$ cat src/rtl/shift_pkg.sv
// Shared types and constants for the sequential rotate unit.
// SEQ_ROR_STEP4_EN selects a maximum rotate step of 4 instead of 1.
package shift_pkg;

    typedef enum logic [1:0] {
        IDLE   = 2'd0,
        LOAD   = 2'd1,
        ROTATE = 2'd2,
        DONE   = 2'd3
    } state_t;

    // Width of the per-cycle step amount (0..4).
    localparam int STEP_W = 3;

`ifdef SEQ_ROR_STEP4_EN
    localparam int unsigned MAX_STEP = 4;
`else
    localparam int unsigned MAX_STEP = 1;
`endif

endpackage

$ cat src/rtl/ror_step.sv
// Combinational rotate right of a WIDTH-bit value by 0..4 positions.
module ror_step
    import shift_pkg::*;
#(
    parameter int WIDTH = 32
) (
    input  logic [WIDTH-1:0]  data_i,
    input  logic [STEP_W-1:0] step_i,
    output logic [WIDTH-1:0]  data_o
);

    always_comb begin
        case (step_i)
            3'd1:    data_o = {data_i[0],   data_i[WIDTH-1:1]};
            3'd2:    data_o = {data_i[1:0], data_i[WIDTH-1:2]};
            3'd3:    data_o = {data_i[2:0], data_i[WIDTH-1:3]};
            3'd4:    data_o = {data_i[3:0], data_i[WIDTH-1:4]};
            default: data_o = data_i;
        endcase
    end

endmodule

$ cat src/rtl/seq_ror.sv
// seq_ror: multi-cycle rotate-right unit (IDLE/LOAD/ROTATE/DONE).
// Define SEQ_ROR_STEP4_EN to rotate up to four bits per ROTATE cycle.
module seq_ror
    import shift_pkg::*;
#(
    parameter int WIDTH = 32
) (
    input  logic             clock,
    input  logic             reset,
    input  logic             start,
    input  logic [WIDTH-1:0] x,
    input  logic [WIDTH-1:0] y,
    output logic             busy,
    output logic             done,
    output logic [WIDTH-1:0] Zlow,
    output logic [WIDTH-1:0] Zhigh
);

    localparam int CW = $clog2(WIDTH);

    state_t            state_q, state_d;
    logic [WIDTH-1:0]  work_q, work_d;
    logic [CW-1:0]     count_q, count_d;
    logic [WIDTH-1:0]  zlow_q, zlow_d;
    logic [WIDTH-1:0]  rot_val;
    logic [CW-1:0]     count_next;
    logic [STEP_W-1:0] step;
    logic              accept;
    logic              y_unused;

    // Only y mod WIDTH matters; the upper bits are deliberately dropped.
    assign y_unused   = ^y[WIDTH-1:CW];
    assign accept     = start && (state_q == IDLE || state_q == DONE);
    assign step       = (count_q >= CW'(MAX_STEP)) ? STEP_W'(MAX_STEP) : STEP_W'(count_q);
    assign count_next = count_q - CW'(step);

    ror_step #(.WIDTH(WIDTH)) u_ror_step (
        .data_i (work_q),
        .step_i (step),
        .data_o (rot_val)
    );

    // NOTE: non-blocking assignments so every flop samples pre-edge values.
    always_ff @(posedge clock) begin
        if (reset) state_q <= IDLE;
        else       state_q <= state_d;
    end

    // NOTE: default assignment first keeps the combinational block latch-free.
    always_comb begin
        state_d = state_q;
        case (state_q)
            IDLE:    if (accept) state_d = LOAD;
            LOAD:    state_d = (count_q != '0) ? ROTATE : DONE;
            ROTATE:  if (count_next == '0) state_d = DONE;
            DONE:    state_d = accept ? LOAD : IDLE;
            default: state_d = IDLE;
        endcase
    end

    always_comb begin
        busy = (state_q == LOAD) || (state_q == ROTATE);
        done = (state_q == DONE);
    end

    always_comb begin
        work_d  = work_q;
        count_d = count_q;
        if (accept) begin
            work_d  = x;
            count_d = y[CW-1:0];
        end else if (state_q == ROTATE) begin
            work_d  = rot_val;
            count_d = count_next;
        end
        // Result register only loads on the edge that enters DONE.
        zlow_d = (state_d == DONE && state_q != DONE) ? work_d : zlow_q;
    end

    // NOTE: all datapath registers are cleared so an aborted operation leaves no stale result.
    always_ff @(posedge clock) begin
        if (reset) begin
            work_q  <= '0;
            count_q <= '0;
            zlow_q  <= '0;
        end else begin
            work_q  <= work_d;
            count_q <= count_d;
            zlow_q  <= zlow_d;
        end
    end

    assign Zlow  = zlow_q;
    assign Zhigh = '0;

endmodule

$ cat config.mk
export PLATFORM = sky130hd
export DESIGN_NAME = seq_ror
export DESIGN_NICKNAME = d
export VERILOG_FILES = /design/src/rtl/shift_pkg.sv /design/src/rtl/ror_step.sv /design/src/rtl/seq_ror.sv
export SDC_FILE = /design/constraint.sdc
export NUM_CORES = 1
export LEC_CHECK = 0
export BUFFER_PORTS_ARGS = -buffer_cell sky130_fd_sc_hd__buf_2
export CELL_PAD_IN_SITES_DETAIL_PLACEMENT = 1
export CELL_PAD_IN_SITES_GLOBAL_PLACEMENT = 2
export CORE_UTILIZATION = 31
export CTS_CLUSTER_SIZE = 10
export DETAILED_ROUTE_END_ITERATION = 7
export PLACE_DENSITY = 0.81
export REMOVE_ABC_BUFFERS = 1
export SLEW_MARGIN = 20
export SYNTH_ARGS = -nofsm -noshare
export SYNTH_HDL_FRONTEND = slang
export SYNTH_SLANG_ARGS = --single-unit
$ cat constraint.sdc
create_clock -name clock -period 3.25 [get_ports clock]
set_input_delay 0.1625 -clock clock [delete_from_list [all_inputs] [get_ports clock]]
set_output_delay 0.1625 -clock clock [all_outputs]
set_load 0.01 [all_outputs]
# ---- Word-level counts from Yosys, hierarchy flattened
# Cells that the tools add are included.
# W data, S select, Z words.
dict set report totals {
  ff_bits 71
  word_cells 34
}
dict set report op_classes {
  eq_ne 9
  n_lt_le_gt_ge 1
  n_addsub 1
  n_reduce_logical 8
  mux 11
}
# operator count
set op_table {}
lappend op_table {{$pmux W32 S4} 1}
lappend op_table {{$mux W32} 2}
lappend op_table {{$mux W5} 2}
lappend op_table {{$pmux W2 S4} 1}
lappend op_table {{$eq A2 B2 Y1 const B} 3}
lappend op_table {{$eq A3 B2 Y1 const B} 2}
lappend op_table {{$ge A5 B1 Y1 const B} 1}
lappend op_table {{$logic_not A5 Y1} 1}
lappend op_table {{$reduce_bool A5 Y1} 1}
lappend op_table {{$sub A5 B3 Y5} 1}
lappend op_table {{$mux W2} 2}
lappend op_table {{$eq A3 B1 Y1 const B} 1}
lappend op_table {{$eq A3 B3 Y1 const B} 1}
lappend op_table {{$mux W3} 1}
lappend op_table {{$eq A2 B1 Y1 const B} 1}
lappend op_table {{$logic_and A1 B1 Y1} 2}
lappend op_table {{$logic_not A2 Y1} 1}
lappend op_table {{$logic_or A1 B1 Y1} 2}
lappend op_table {{$mux W1} 2}
lappend op_table {{$ne A2 B2 Y1 const B} 1}
lappend op_table {{$reduce_bool A2 Y1} 1}

# ---- Longest topological paths before layout
dict set report depth {
  depth_word 8
  mapped_depth 11
}

# ---- Modules after synthesis
# Synthesis repeated with hierarchy kept, for this count alone.
dict set report hier_totals {
  hier_cells 571
  hier_area_um2 5203.7
}
# module instances seq_area_each_um2 area_each_um2 cells_per_inst
set modules_own_cells {}
lappend modules_own_cells {seq_ror 1 1421.4 3520.9 340}
lappend modules_own_cells {ror_step 1 0.0 1682.9 231}

# ---- Worst setup path after synthesis
# OpenSTA, ideal clock, no wires.
dict set report synth_timing {
  path_kind {reg2reg}
  from {reg count_q[2]}
  to {reg zlow_q[21] (netlist: Zlow[21])}
  t_arrival_ns 2.404
  n_path_buf 4
  period_less_slack_ns 2.534
  path_slack_ns 0.716
  stages_incl_launch_ff 12
  cell_sequence {dfxtp_1 -> buf_2 -> nor3_2 -> buf_2 -> buf_2 -> a21o_1 -> ha_1 -> o21ai_0 -> and4_4 -> a221oi_4 -> buf_8 -> o211ai_2}
}
dict set report synth_via {
  elab_chain_len 8
}
# element line
set synth_rtl {}
lappend synth_rtl {{start: declaration} seq_ror.sv:23} ;# logic [CW-1:0] count_q, count_d;
lappend synth_rtl {{start signal: assignment} seq_ror.sv:88} ;# count_q <= count_d;
lappend synth_rtl {{$ge A5 B1 Y1} seq_ror.sv:34} ;# assign step = (count_q >= CW'(MAX_STEP)) ? STEP_W'(MAX_STEP) : STEP_W'(count_q);
lappend synth_rtl {{$mux W3} seq_ror.sv:34}
lappend synth_rtl {{$sub A5 B3 Y5} seq_ror.sv:35} ;# assign count_next = count_q - CW'(step);
lappend synth_rtl {{$logic_not A5 Y1} seq_ror.sv:55} ;# ROTATE: if (count_next == '0) state_d = DONE;
lappend synth_rtl {{$mux W2} seq_ror.sv:55}
lappend synth_rtl {{$pmux W2 S4} seq_ror.sv:52} ;# case (state_q)
lappend synth_rtl {{$eq A2 B2 Y1} seq_ror.sv:77} ;# zlow_d = (state_d == DONE && state_q != DONE) ? work_d : zlow_q;
lappend synth_rtl {{$logic_and A1 B1 Y1} seq_ror.sv:77}
lappend synth_rtl {{end signal: assignment} seq_ror.sv:89} ;# zlow_q <= zlow_d;
lappend synth_rtl {{end: declaration} seq_ror.sv:24} ;# logic [WIDTH-1:0] zlow_q, zlow_d;
# Parallel ways exist; a longest one is shown, timed or not.
# A chain may end at the register's enable or synchronous reset.

# ---- Worst setup path after layout
dict set report layout_timing {
  from {reg state_q[0]}
  to {reg zlow_q[16] (netlist: Zlow[16])}
}
dict set report layout_via {
  elab_chain_len 7
}
# element line
set layout_rtl {}
lappend layout_rtl {{start: declaration} seq_ror.sv:21} ;# state_t state_q, state_d;
lappend layout_rtl {{start signal: assignment} seq_ror.sv:46} ;# else state_q <= state_d;
lappend layout_rtl {{$eq A2 B2 Y1 or $logic_not A2 Y1 (tied branches)} {seq_ror.sv:33, seq_ror.sv:52}}
lappend layout_rtl {{$logic_or A1 B1 Y1} seq_ror.sv:33} ;# assign accept = start && (state_q == IDLE || state_q == DONE);
lappend layout_rtl {{$logic_and A1 B1 Y1} seq_ror.sv:33}
lappend layout_rtl {{$mux W1 or $mux W2 (tied branches)} {seq_ror.sv:56, seq_ror.sv:53}}
lappend layout_rtl {{$pmux W2 S4} seq_ror.sv:52}
lappend layout_rtl {{$eq A2 B2 Y1} seq_ror.sv:77}
lappend layout_rtl {{$logic_and A1 B1 Y1} seq_ror.sv:77}
# Parallel ways exist; a longest one is shown, timed or not.

==> reports/metrics.csv <==
metric,value,unit
static leakage,2.244,nW
DRC Markers,0,
post-route minimum period,2781,ps
HP Start,x[6],
Max Slew Vio Count,0,
iteration-0 DRC count of the detailed router,350,
worst-path maximum fanout,24,
CTS tree,yes,
placed cells,957,
GRT Overall Usage,0.2092,
antenna violations before repair,0,
Slew HR,0.2889,
Power Dens Cells,1123,nW/um2
Post-Layout Cell Count,973,
clock skew,5.582,ps
critical path required time,3480,ps
vias per cell,5.693,
Mapped Cells,723,
Setup WS pre-CTS,532.2,ps
Port-buffer cells,73,
reg2reg setup slack,470,ps
CTS H-tree lvls,3,
Worst-Skew Late Latency,360,ps
die area,18230,um2
register bit total from synthesis,71,
critical path class,flop to flop,
first-pass GRT wire length,29950,um
drt total wl,18350,um
post-synthesis cell area,5487,um2
clock power share,0.171,
worst hold stages,3,
outcome,finished clean,
remaining global-route overflow,0,
post-synth top area cell,dfxtp_1,
ANT nets after route,0,
share of the clock period used by the worst path after layout,0.8558,
# fillers,2086,
worst r2r dst,Zlow[16],
layout cells sized above 1,0.2660,
worst setup margin,468.8,ps
I/O Pins,133,
Flop pwr share,0.241,
average routed wire per standard cell,18.86,um
number of vias in the routed layout,5539,
hold_buf cts,0,
postcts setup bufs,0,
YS warnings,0,
Max clock buf depth,2,
Die Height,135.0,um
final RePlAce weighted congestion,0.7492,
post-synthesis sequential area ratio,0.2591,
startpoint types,flop,
Net Sw Frac,0.5011,
Max Cap Viol,0,
TritonRoute pass-1 iters,4,
post-synth cell types,41,
Post-CTS Resized,0,
r2r startpoint,state_q[0],
multi-input logic area,3477,um2
critical path arrival,3010,ps
Storage cell area,1421,um2
Nets,815,
detailed placement HPWL,11060,um
TritonCTS Buffers,9,
Synth top area share,0.2591,
initial core utilization,0.3172,
clock slew at reported path FFs,60,ps
largest net degree at the start of global routing,99,
setup violators final,0,
Reg2Reg Depth,8,
NetSw,0.003513,W
area grow syn2layout,13.77,%
Worst-Margin Slew,1067,ps
Die Wd,135.0,um
Root Driver,clkbuf_16,
vias in the first global route,5729,
Internal,0.003498,W
FMAX,0.3596,GHz
Util after Layout,0.3609,
min-delay worst type,primary input to flop,
clk sink count,71,
VDD IR max,491.6,uV
Mean Syn Cell Area,7.589,um2
row cnt,48,
Setup crit end kind,flop,
Hold Crit Endpoint,work_q[6],
RSZ-0062 raised after global routing,no,
Final Hold Violating Endpoints,0,
proportion of power drawn by combinational gates,0.588,
Antenna diodes,0,
core footprint,17300,um2
dominant cells by area after synthesis,"dfxtp_1 26%, a31o_2 10%, o41a_1 6.6%",
==> cells in the mapped netlist, drive strengths merged <==
cell type,instances
xor2,2
dfxtp,71
or4b,1
nand2,34
nand3b,1
nand3,1
a211oi,4
or3,1
a21oi,34
nor3b,2
and3,1
buf,57
o22ai,1
nor2b,34
a221oi,1
a2111oi,32
nor2,40
a211o,1
and3b,1
o21ai,65
clkbuf,60
nor3,67
a311oi,2
a21o,1
conb,1
inv,36
nand2b,35
ha,5
o211ai,32
o41a,32
or2,2
mux2i,1
a31o,64
and4,1
==> cell usage in the layout, fill, tap and decap left out, types with 2 or more instances in the layout <==
cell	instances
a2111oi_0	32
a211oi_1	4
a21oi_1	33
a311oi_1	2
a31o_2	64
buf_12	4
buf_2	73
buf_4	18
bufinv_16	3
clkbuf_16	9
clkinv_2	2
conb_1	32
dfxtp_1	71
ha_1	4
inv_1	36
nand2_1	34
nand2b_1	34
nor2_1	39
nor2b_1	33
nor3_1	66
o211ai_1	22
o211ai_2	10
o21ai_0	64
o41a_1	32
or2_2	2
xor2_1	2
==> kinds of logic (layout without fill, tap and decap cells) <==
logic type,count (synthesis),count (layout),share of synthesized area
AOI/OAI and AO/OA,269,269,0.3797
xor gates and xnor gates,2,2,0.003193
adders and majority gates,5,5,0.01140
buffers and inverters,153,147,0.1368
DFF,71,71,0.2591
muxes,1,1,0.001824
other,1,32,0.0006835
and+or+nand+nor,221,221,0.2073
==> routing by layer <==
metal	track usage	routed length, um
met5	0	0
met3	0.03228	816
met4	0.08677	349
met1	0.2653	8288
met2	0.3519	8894
==> cell type report <==
type                       instances  area share
clock buffer                      10     0.03828
clock inverter                     6     0.01724
inverter                          36     0.02165
multi-input combinational        530      0.5570
sequential                        71      0.2277
tap                              225     0.04510
timing repair buffer              95     0.09300
==> through the flow <==
step | cell area, um2 | power [W] | hold WS, ps | TNS [ps]
2_1_floorplan | 4987 | 0.004130 | 234.6 | -75060
3_3_place_gp | 5896 | 0.005621 | 422.8 | 0
3_5_place_dp | 5896 | 0.005796 | 435.0 | 0
4_1_cts | 6242 | 0.007022 | 61.37 | 0
5_1_grt | 6242 | 0.007514 | 80.35 | 0
6_report | 6242 | 0.007012 | 67.58 | 0
==> power by group through the flow <==
stage	combinational, W	sequential (W)	clock, W
CTS	0.00412	0.00169	0.00121
global placement	0.00395	0.00167	0
detailed placement	0.00409	0.00170	0
finish	0.00412	0.00169	0.00120
floorplan	0.00246	0.00167	0
global route	0.00452	0.00175	0.00124
==> critical path, cell delays in order (launching register included) <==
cell      delay (ps)
dfxtp_1          570
inv_1            190
ha_1             360
buf_4            220
and3b_1          220
a211o_1          320
a221oi_4         220
buf_4            370
o211ai_1         160
==> worst max path at each step <==
stage | start | end | slack (ps) | cells past startpoint
after floorplan | count_q[2] | Zlow[0] | -1760 | 7
after global placement | state_q[0] | Zlow[16] | 670 | 8
after detailed placement | state_q[0] | Zlow[16] | 530 | 8
after CTS | state_q[0] | Zlow[16] | 480 | 8
after global routing | state_q[0] | Zlow[12] | 290 | 8
final | state_q[0] | Zlow[16] | 470 | 8
==> state kept, by name, summed over array words and instances (netlist names) <==
name,count
Zlow,32
count_q,5
state_q,2
work_q,32
(Power assumes the default switching activity.)
